$ cat config.mk
export PLATFORM = sky130hd
export DESIGN_NAME = uart_rx_sequencer
export DESIGN_NICKNAME = d
export VERILOG_FILES = /design/src/rtl/uart_rx_sequencer.sv
export SDC_FILE = /design/constraint.sdc
export NUM_CORES = 1
export LEC_CHECK = 0
export CAP_MARGIN = 25
export CELL_PAD_IN_SITES_DETAIL_PLACEMENT = 2
export CELL_PAD_IN_SITES_GLOBAL_PLACEMENT = 2
export CORE_ASPECT_RATIO = 0.75
export CORE_MARGIN = 4
export CORE_UTILIZATION = 40
export DETAILED_ROUTE_END_ITERATION = 8
export PLACE_DENSITY_LB_ADDON = 0.1
export SLEW_MARGIN = 20
export SYNTH_ARGS = -nofsm -noshare
export SYNTH_HDL_FRONTEND = slang
export SYNTH_SLANG_ARGS = --single-unit
$ cat constraint.sdc
create_clock -name clk -period 2.9 [get_ports clk]
set_clock_uncertainty 0.15 [all_clocks]
set_input_delay 0.58 -clock clk [delete_from_list [all_inputs] [get_ports clk]]
set_output_delay 0.58 -clock clk [all_outputs]
set_load 0.02 [all_outputs]
$ cat src/rtl/uart_rx_sequencer.sv
// UART receive sequencer: synchronises rxd, frames start/data/parity/stop bits on
// the prescaler's mid-bit strobe and presents each character on an AXI-Stream port.
module uart_rx_sequencer #(
  parameter int DATA_BITS = 8,
  parameter int PARITY    = 0
) (
  input  logic                 clk,
  input  logic                 rst,
  input  logic                 rxd,
  output logic                 prs_en,
  input  logic                 prs_half,
  output logic [DATA_BITS-1:0] m_axis_tdata,
  output logic                 m_axis_tvalid,
  input  logic                 m_axis_tready,
  output logic [1:0]           m_axis_tuser,
  output logic                 overrun
);

  typedef enum logic [2:0] {IDLE, START, DATA, PAR, STOP} state_e;

  localparam logic [2:0] LAST_BIT = 3'(DATA_BITS - 1);

  state_e               state_q;
  logic                 rxd_meta_q, rxd_s_q, rxd_hist_q;
  logic                 prs_en_q;
  logic [2:0]           cnt_q;
  logic [DATA_BITS-1:0] shift_q;
  logic                 par_err_q;
  logic [DATA_BITS-1:0] tdata_q;
  logic                 tvalid_q;
  logic [1:0]           tuser_q;
  logic                 overrun_q;

  logic                 fall;
  logic [DATA_BITS-1:0] shift_d;
  logic                 par_xor;
  logic                 par_err_d;
  logic                 accept;

  // Synchroniser flops reset high so a line idling high never looks like a start edge.
  always_ff @(posedge clk or posedge rst) begin
    if (rst) begin
      rxd_meta_q <= 1'b1;
      rxd_s_q    <= 1'b1;
      rxd_hist_q <= 1'b1;
    end else begin
      rxd_meta_q <= rxd;
      rxd_s_q    <= rxd_meta_q;
      rxd_hist_q <= rxd_s_q;
    end
  end

  assign fall      = rxd_hist_q & ~rxd_s_q;
  assign shift_d   = {rxd_s_q, shift_q[DATA_BITS-1:1]};
  assign par_xor   = (^shift_q) ^ rxd_s_q;
  assign par_err_d = (PARITY == 1) ? ~par_xor : par_xor;
  assign accept    = ~tvalid_q | m_axis_tready;

  always_ff @(posedge clk or posedge rst) begin
    if (rst) begin
      state_q   <= IDLE;
      prs_en_q  <= 1'b0;
      cnt_q     <= '0;
      shift_q   <= '0;
      par_err_q <= 1'b0;
      tdata_q   <= '0;
      tvalid_q  <= 1'b0;
      tuser_q   <= '0;
      overrun_q <= 1'b0;
    end else begin
      overrun_q <= 1'b0;
      if (tvalid_q && m_axis_tready) begin
        tvalid_q <= 1'b0;
      end
      case (state_q)
        IDLE: begin
          if (fall) begin
            state_q   <= START;
            prs_en_q  <= 1'b1;
            par_err_q <= 1'b0;
          end
        end
        START: begin
          if (prs_half) begin
            if (rxd_s_q) begin
              state_q  <= IDLE;
              prs_en_q <= 1'b0;
            end else begin
              cnt_q   <= '0;
              state_q <= DATA;
            end
          end
        end
        DATA: begin
          if (prs_half) begin
            shift_q <= shift_d;
            cnt_q   <= cnt_q + 3'd1;
            if (cnt_q == LAST_BIT) begin
              state_q <= (PARITY != 0) ? PAR : STOP;
            end
          end
        end
        PAR: begin
          if (prs_half) begin
            par_err_q <= par_err_d;
            state_q   <= STOP;
          end
        end
        STOP: begin
          // Dropping prs_en here re-phases the prescaler on the next start edge.
          if (prs_half) begin
            state_q  <= IDLE;
            prs_en_q <= 1'b0;
            if (accept) begin
              tvalid_q <= 1'b1;
              tdata_q  <= shift_q;
              tuser_q  <= {par_err_q, ~rxd_s_q};
            end else begin
              overrun_q <= 1'b1;
            end
          end
        end
        default: begin
          state_q  <= IDLE;
          prs_en_q <= 1'b0;
        end
      endcase
    end
  end

  assign prs_en        = prs_en_q;
  assign m_axis_tdata  = tdata_q;
  assign m_axis_tvalid = tvalid_q;
  assign m_axis_tuser  = tuser_q;
  assign overrun       = overrun_q;

endmodule

==> results of run 1 <==
[path summary, 6_finish.rpt]
kind,slack [ps],depth (start not counted),to,from
worst max-delay path,830,4,shift_q[7]$_DFFE_PP0P_,prs_half
worst min-delay path,210,0,rxd_s_q$_DFF_PP1_,rxd_meta_q$_DFF_PP1_
worst max register to register,1120,4,shift_q[7]$_DFFE_PP0P_,state_q[2]$_DFFE_PP0P_
worst min register to register,210,0,rxd_s_q$_DFF_PP1_,rxd_meta_q$_DFF_PP1_
max in group asynchronous,1730,3,rxd_hist_q$_DFF_PP1_,rst
min in group asynchronous,550,3,m_axis_tdata[6]$_DFFE_PP0P_,rst
[through the flow]
stage	total power, mW	worst slack (ps)	hold WS [ps]
finish	1.59	828	208
CTS	1.62	844	209
global placement	1.24	651	196
global route	1.71	753	210
detailed placement	1.29	559	199
floorplan	1.08	1200	195
[area by class of cell]
cell class	instances	area, sq um	share of cell area, %
multi-input combinational	60	539	32.7
timing repair buffer	20	193	11.7
tap	38	47.5	2.89
inverter	2	7.51	0.456
clock inverter	1	5.00	0.304
sequential	31	779	47.3
clock buffer	7	76.3	4.63
[cells in the mapped netlist]
library cell  number
xnor3_1            1
and3b_1            1
a22o_1             2
nor2_2             1
nor2b_1            1
nand3b_1           2
nand2_1            4
mux2_4             8
nor2_1             3
o21ai_1            1
nand3_1            1
nand4_1            1
xor2_1             2
buf_4              1
nand4b_1           1
o21ai_0            5
clkbuf_1           2
xnor2_1            4
mux2_2             4
o211ai_1           2
nand2b_1           3
nor3b_2            1
dfstp_2            3
mux2_1             7
dfrtp_1           28
inv_1              2
ha_1               2
a32oi_1            1
a21oi_1            2
buf_6              1
[sequential cells by signal (all words and copies together), names as in the netlist]
name / cells
cnt_q: 3
prs_en: 1
state_q: 3
m_axis_tuser: 2
overrun: 1
rxd_meta_q: 1
shift_q: 8
m_axis_tvalid: 1
m_axis_tdata: 8
par_err_q: 1
rxd_hist_q: 1
rxd_s_q: 1
[worst reg2reg max path, delay by kind of cell (launching register included)]
| family | cells | cell delay [ps] |
|---|---|---|
| DFF | 1 | 510 |
| and+or+nand+nor | 2 | 430 |
| muxes | 1 | 350 |
| buffers and inverters | 1 | 210 |
[layer usage]
metal	vias up	wire length [microns]	GRT usage, %
met3	5	126	4.61
met5	-	0	0
li1	385	-	-
met4	0	34	5.99
met1	443	1350	20.6
met2	18	1380	22.8
[power groups by stage]
| stage | Combinational [mW] | Clock [mW] | Sequential, mW |
|---|---|---|---|
| after floorplan | 0.358 | 0 | 0.720 |
| after global placement | 0.550 | 0 | 0.689 |
| after detailed placement | 0.579 | 0 | 0.707 |
| after CTS | 0.585 | 0.330 | 0.702 |
| after global routing | 0.625 | 0.356 | 0.726 |
| final | 0.574 | 0.319 | 0.696 |
[logic make-up (layout without fill, tap and decap cells)]
logic type,after synthesis,in the layout
xor+xnor,7,7
flops,31,31
fa+ha+maj,2,2
simple gates,19,19
compound gates,13,13
mux,19,19
buf+inv,6,30
==> metrics, run 1 <==
final setup TNS=0 ps; Worst Setup End Kind=register; post-synthesis xor/xnor area fraction=5.55%; Flop pwr share=43.8%; largest net degree at the start of global routing=32; post-synthesis cell area=0.00135 sq mm; synthesized flop and latch total=31; post-CTS sizing=0; CP Launch Type=input pin; Sw Share=33.1%; final hold violation count=0; Initial Util=43.9%; Ports=18; final core occ=53.4%; initial drt markers=52; Crit path largest cell delay=700 ps; vias in the first global route=981; TritonCTS clock tree=yes; dpl cell area=0.00157 sq mm; Synth Area in Adders=1.85%; IO buf count=17; crit-path max FO=11; routability cong.=0.739; via count=851; outcome=finished, final reports clean; Final ANT Viol Nets=0; Cell Int Power=1.06 mW; Post-Synth Simple-Gate Area=8.42%; antenna violations before repair=0; CTS buffer count=5; worst vdd ir=0.345 mV; Clk pwr share=20.1%; maximum capacitance violations=0; post-synth top area share=51.8%; Core ar.=0.00308 sq mm; YS warnings=0; Detail Placement HPWL=2.05 mm; drt drc=0; CP Buf/Inv Count=2; Tcrit/Tclk final=71.5%; area leader, netlist=dfrtp_1; NetSw=0.526 mW; RSZ-0062 raised after global routing=no; largest cells by area after synthesis=dfrtp_1 (52%), mux2_4 (8.9%), dfstp_2 (5.8%); Tot GR Track Use=15.2%; Finished Cell Area=0.00165 sq mm; Root Buffer=clkbuf_8; number of setup buffers added after CTS=0; Clock transition at path regs=60 ps; PD cells=964 mW/mm^2; Final setup viols=0; Die Width=75.1 microns; syn_nets=104; most frequent cells in the layout=dfrtp_1 (28), clkdlybuf4s50_1 (17), mux2_4 (8), mux2_1 (7); Seq/Total Area, Yosys=57.6%; mux cell area share after synthesis=18.0%; hold_buf cts=0; slowest CP cell=clkdlybuf4s50_1; fin crit period=2070 ps; Synth cell types=30; Clock Latency Late Sink=280 ps; H-tree levels=2; grt ovf=0; Static Leak=0.787 nW; nets@finish=127; Clock Sinks=31; proportion of power drawn by combinational gates=36.1%; Achievable Freq=0.483 GHz; fin cells=159; critical path type=in2reg; commonest non-fill, non-tap cell in the layout=dfrtp_1; delay-heaviest family, CP=buffers and inverters; Worst Path Arrival=2080 ps; worst-margin pin slew=397 ps; final slew viol count=0; height of the die=58.4 microns; # placed instances=151; WL final=2.89 mm; drt first pass iters=2; row count=17; Data required, critical path=2910 ps; Fillers=292; HP Class=reg2reg; slew margin rel.=73.6%; share of layout cells above drive strength 1=21.5%; largest family of logic cells by synthesized area=multiplexers; CP cell instances=clkdlybuf4s50_1, nor3b_2, buf_4, mux2_2; Clock Path Buffers=2; synthesized instance count=97; routed length per instance=18.2 microns; Die Area=0.00439 sq mm; Mean Syn Cell Area=13.9 sq um; Layout area overhead=21.8%; Compound-Gate Fraction of Synth Area=6.01%; global-route wire length before repair=4.91 mm; Vias/cell=5.35; ant diodes=0
No activity file was read; power rests on OpenSTA's default activity.
==> run 2: changes to the inputs <==
Settings changed: CORE_UTILIZATION 40 to 37.
Clock period 2.9 ns to 2.2 ns, I/O delays scaled along.
==> metrics, run 2 (same netlist as run 1, synthesis figures left out) <==
delay-heaviest family, CP=buffers and inverters; WL final=2.85 mm (-1.4%); Worst Path Arrival=1270 ps (-810 ps); maximum capacitance violations=0 (unchanged); fin crit period=1860 ps; Clock Path Buffers=2 (unchanged); vias in the first global route=1000 (+1.9%); routability cong.=0.718 (-2.9%); Root Buffer=clkbuf_8; Worst Setup End Kind=output pin; commonest non-fill, non-tap cell in the layout=dfrtp_1; Clk pwr share=25.5% (+5.4 points); initial drt markers=38 (-27%); via count=862 (+1.3%); IO buf count=17 (unchanged); Flop pwr share=40.1% (-3.7 points); CP cell instances=clkdlybuf4s50_1; HP Class=reg2reg; Die Area=0.00470 sq mm (+7.1%); drt first pass iters=4 (+2); hold_buf cts=0 (unchanged); Detail Placement HPWL=1.94 mm (-5.5%); Die Width=77.8 microns (+3.6%); post-CTS sizing=0 (unchanged); Ports=18 (unchanged); outcome=finished, final reports clean; CP Launch Type=register; final setup TNS=0 ps (unchanged); routed length per instance=16.5 microns (-9.4%); Final Hold Slack=208 ps (-0.0600 ps); row count=18 (+1); PD cells=1310 mW/mm^2 (+36%); Initial Util=39.8% (-4.1 points); Clock transition at path regs=70 ps (about the same); antenna violations before repair=0 (unchanged); TritonCTS clock tree=yes; slowest CP cell=clkdlybuf4s50_1; Clock Latency Late Sink=290 ps (about the same); largest net degree at the start of global routing=32 (unchanged); nets@finish=129 (+1.6%); global-route wire length before repair=5.15 mm (+4.9%); Layout area overhead=27.7%; Static Leak=0.822 nW (+4.5%); CTS buffer count=5 (unchanged); share of layout cells above drive strength 1=24.4% (+2.9 points); height of the die=60.4 microns (+3.4%); grt ovf=0 (unchanged); Vias/cell=4.98 (-6.9%); Tcrit/Tclk final=84.5%; RSZ-0062 raised after global routing=no; Crit path largest cell delay=620 ps (-80 ps); worst vdd ir=0.574 mV (+67%); NetSw=0.707 mW (+35%); Achievable Freq=0.538 GHz; Core ar.=0.00340 sq mm (+10%); ant diodes=0 (unchanged); most frequent cells in the layout=dfrtp_1 (28), clkdlybuf4s50_1 (17), mux2_4 (8), mux2_1 (7), clkbuf_8 (6); Clock Sinks=31 (unchanged); critical path type=reg2out; slew margin rel.=73.5% (about the same); Tot GR Track Use=15.1% (-0.047 points); final hold violation count=0 (unchanged); drt drc=0 (unchanged); final slew viol count=0 (unchanged); proportion of power drawn by combinational gates=34.4% (-1.7 points); crit-path max FO=2 (-9); R2R setup slack=510 ps (-610 ps); Final setup viols=0 (unchanged); Cell Int Power=1.55 mW (+46%); H-tree levels=2 (unchanged); Final ANT Viol Nets=0 (unchanged); number of setup buffers added after CTS=0 (unchanged); Data required, critical path=1610 ps (-1300 ps); CP Buf/Inv Count=1 (-1); Sw Share=31.3% (-1.8 points); worst-margin pin slew=397 ps (+0.169 ps)
-- run 2: cell types whose count changed in the layout (fill, tap and decap cells not counted) --
| cell | change |
|---|---|
| clkbuf_1 | -2 |
| buf_12 | +1 |
| buf_4 | +1 |
| bufinv_16 | +1 |
| clkbuf_8 | +1 |
-- run 2: through the flow --
stage	util, %	cells	power (mW)	area [sq um]	setup WS (ps)
after global routing	50.8	173	2.43	1730	303
final	50.8	173	2.26	1730	340
after CTS	50.8	173	2.30	1730	315
after floorplan	-	97	1.42	1350	638
after global placement	47.3	165	1.65	1610	229
after detailed placement	47.3	165	1.69	1610	196
-- run 2: metal layers --
layer  GRT usage, %  part of all wire (%)  up-vias
met5              0                     0        -
met4           7.61                   2.0        0
met3           5.34                   4.7        6
met2           25.7                    50       19
met1           17.4                    44      448
li1               -                     -      389
-- run 2: area by class of cell --
type,instances,area [sq um]
fill,325,1670
sequential,31,779
timing repair buffer,22,220
clock inverter,2,35.0
inverter,2,7.51
tap,50,62.6
clock buffer,6,82.6
multi-input combinational,60,539
-- run 2: worst register-to-register path, cell delays in order (launching register included) --
cell and delay (ps):
dfstp_2 620, xnor2_1 180, xnor3_1 370, xnor2_1 180
o21ai_1 80
-- run 2: worst paths after layout --
check,from,to,cells past startpoint
worst max-delay path,m_axis_tuser[1]$_DFFE_PP0P_,m_axis_tuser[1],1
worst min-delay path,rxd_meta_q$_DFF_PP1_,rxd_s_q$_DFF_PP1_,0
worst max register to register,rxd_s_q$_DFF_PP1_,par_err_q$_DFFE_PP0P_,4
worst min register to register,rxd_meta_q$_DFF_PP1_,rxd_s_q$_DFF_PP1_,0
max in group asynchronous,rst,rxd_meta_q$_DFF_PP1_,3
min in group asynchronous,rst,m_axis_tdata[4]$_DFFE_PP0P_,3
-- run 2: power groups by stage --
stage / clock [mW] / combinational [mW] / sequential, mW
finish: 0.577 / 0.778 / 0.905
global placement: 0 / 0.744 / 0.902
detailed placement: 0 / 0.775 / 0.916
CTS: 0.598 / 0.797 / 0.908
floorplan: 0 / 0.472 / 0.949
global route: 0.636 / 0.854 / 0.940
==> run 3: changes to the inputs <==
Clock period 2.2 ns to 1.9 ns, I/O delays scaled along.
==> metrics, run 3 (same netlist as run 1, synthesis figures left out) <==
drt first pass iters=4 (unchanged); H-tree levels=2 (unchanged); Clock Latency Late Sink=280 ps (about the same); number of setup buffers added after CTS=0 (unchanged); critical path type=reg2out; # placed instances=167 (+1.2%); height of the die=60.4 microns (unchanged); slew margin rel.=74.3% (+0.73 points); CP cell instances=clkdlybuf4s50_1; ant diodes=0 (unchanged); Ports=18 (unchanged); routing usage on met2=21.8% (-3.9 points); fin cells=175 (+1.2%); Clock Path Buffers=2 (unchanged); drt drc=0 (unchanged); HP Start=rxd_meta_q$_DFF_PP1_; GRT met3 Usage=7.12% (+1.8 points); final core occ=51.2% (+0.44 points); PD cells=1510 mW/mm^2 (+15%); share of layout cells above drive strength 1=25.6% (+1.2 points); slowest CP cell=clkdlybuf4s50_1; RSZ-0062 raised after global routing=no; largest net degree at the start of global routing=32 (unchanged); vias in the first global route=907 (-9.3%); Achievable Freq=0.559 GHz; Die Width=77.8 microns (unchanged); Clock transition at path regs=70 ps (about the same); CP Launch Type=register; Worst Setup End Kind=output pin; global-route wire length before repair=4.79 mm (-7.1%); IO buf count=17 (unchanged); maximum capacitance violations=0 (unchanged); row count=18 (unchanged); HP Class=reg2reg; grt ovf=0 (unchanged); routability cong.=0.766 (+6.7%); Data required, critical path=1370 ps (-240 ps); crit-path max FO=2 (unchanged); Tcrit/Tclk final=94.1%; worst vdd ir=0.681 mV (+19%); Root Buffer=clkbuf_8; via count=831 (-3.6%); WL final=2.72 mm (-4.4%); Hold Path End=rxd_s_q$_DFF_PP1_; Vias/cell=4.75 (-4.7%); Final Hold Slack=207 ps (-1.21 ps); CTS buffer count=5 (unchanged); worst-margin pin slew=386 ps (-11.0 ps); Tot GR Track Use=14.1% (-1.0 points); initial drt markers=42 (+11%); nets@finish=131 (+1.6%); R2R setup slack=250 ps (-260 ps); commonest non-fill, non-tap cell in the layout=dfrtp_1; Core ar.=0.00340 sq mm (unchanged); Final ANT Viol Nets=0 (unchanged); Worst Path Arrival=1260 ps (about the same); Initial Util=39.8% (unchanged); Static Leak=0.833 nW (+1.3%); origin of the critical flop-to-flop path=rxd_s_q$_DFF_PP1_; hold depth=0 (unchanged); antenna violations before repair=0 (unchanged); most frequent cells in the layout=dfrtp_1 (28), clkdlybuf4s50_1 (17), mux2_4 (8), mux2_1 (7); Top Usage Layer GRT=met2; post-CTS sizing=0 (unchanged); Reg2Reg Depth=4 (unchanged); delay-heaviest family, CP=buffers and inverters; Crit path largest cell delay=620 ps (about the same); r2r endpoint=par_err_q$_DFFE_PP0P_; Final setup viols=0 (unchanged); routed length per instance=15.6 microns (-5.5%); CP Buf/Inv Count=1 (unchanged); final slew viol count=0 (unchanged); Layout area overhead=28.8%; Detail Placement HPWL=1.93 mm (-0.29%); hold_buf cts=0 (unchanged); GR Util met1=16.9% (-0.47 points); TritonCTS clock tree=yes; fin crit period=1790 ps; Clock Sinks=31 (unchanged); final hold violation count=0 (unchanged); outcome=finished, final reports clean; Die Area=0.00470 sq mm (unchanged)
[run 3: routing by layer]
metal / up-vias / share of wire, %
li1: 392 / -
met1: 418 / 45
met2: 16 / 48
met3: 5 / 5.2
met4: 0 / 1.4
met5: - / 0
[run 3: final cells by class]
class	count	area, sq um
Timing Repair Buffer	24	235
Clock inverter	2	35.0
Sequential cell	31	779
Clock buffer	6	82.6
Multi-Input combinational cell	60	539
Fill cell	330	1660
Inverter	2	7.51
Tap cell	50	62.6
[run 3: metrics by stage]
step           cell area [sq um]  power (mW)  TNS (ps)  setup WS, ps
2_1_floorplan               1350        1.65         0           383
5_1_grt                     1740        2.81         0          40.8
3_3_place_gp                1620        1.92     -32.5         -7.41
3_5_place_dp                1620        1.98      -199         -27.3
4_1_cts                     1740        2.67         0          84.2
6_report                    1740        2.62         0           112
[run 3: report_power, final]
group / internal (mW) / switching, mW / total (mW)
Combinational: 0.526 / 0.393 / 0.920
Clock: 0.424 / 0.245 / 0.669
Sequential: 0.862 / 0.172 / 1.03
Total: 1.81 / 0.810 / 2.62
[run 3: how the worst max path moves through the flow]
stage               cells after the start  slack (ps)                        start                          end
floorplan                               4         380            rxd_s_q$_DFF_PP1_        par_err_q$_DFFE_PP0P_
global placement                        5          -7                m_axis_tready  m_axis_tdata[2]$_DFFE_PP0P_
detailed placement                      4         -30                     prs_half       shift_q[4]$_DFFE_PP0P_
CTS                                     1          80  m_axis_tdata[6]$_DFFE_PP0P_              m_axis_tdata[6]
global route                            1          40  m_axis_tdata[0]$_DFFE_PP0P_              m_axis_tdata[0]
finish                                  1         110  m_axis_tdata[5]$_DFFE_PP0P_              m_axis_tdata[5]
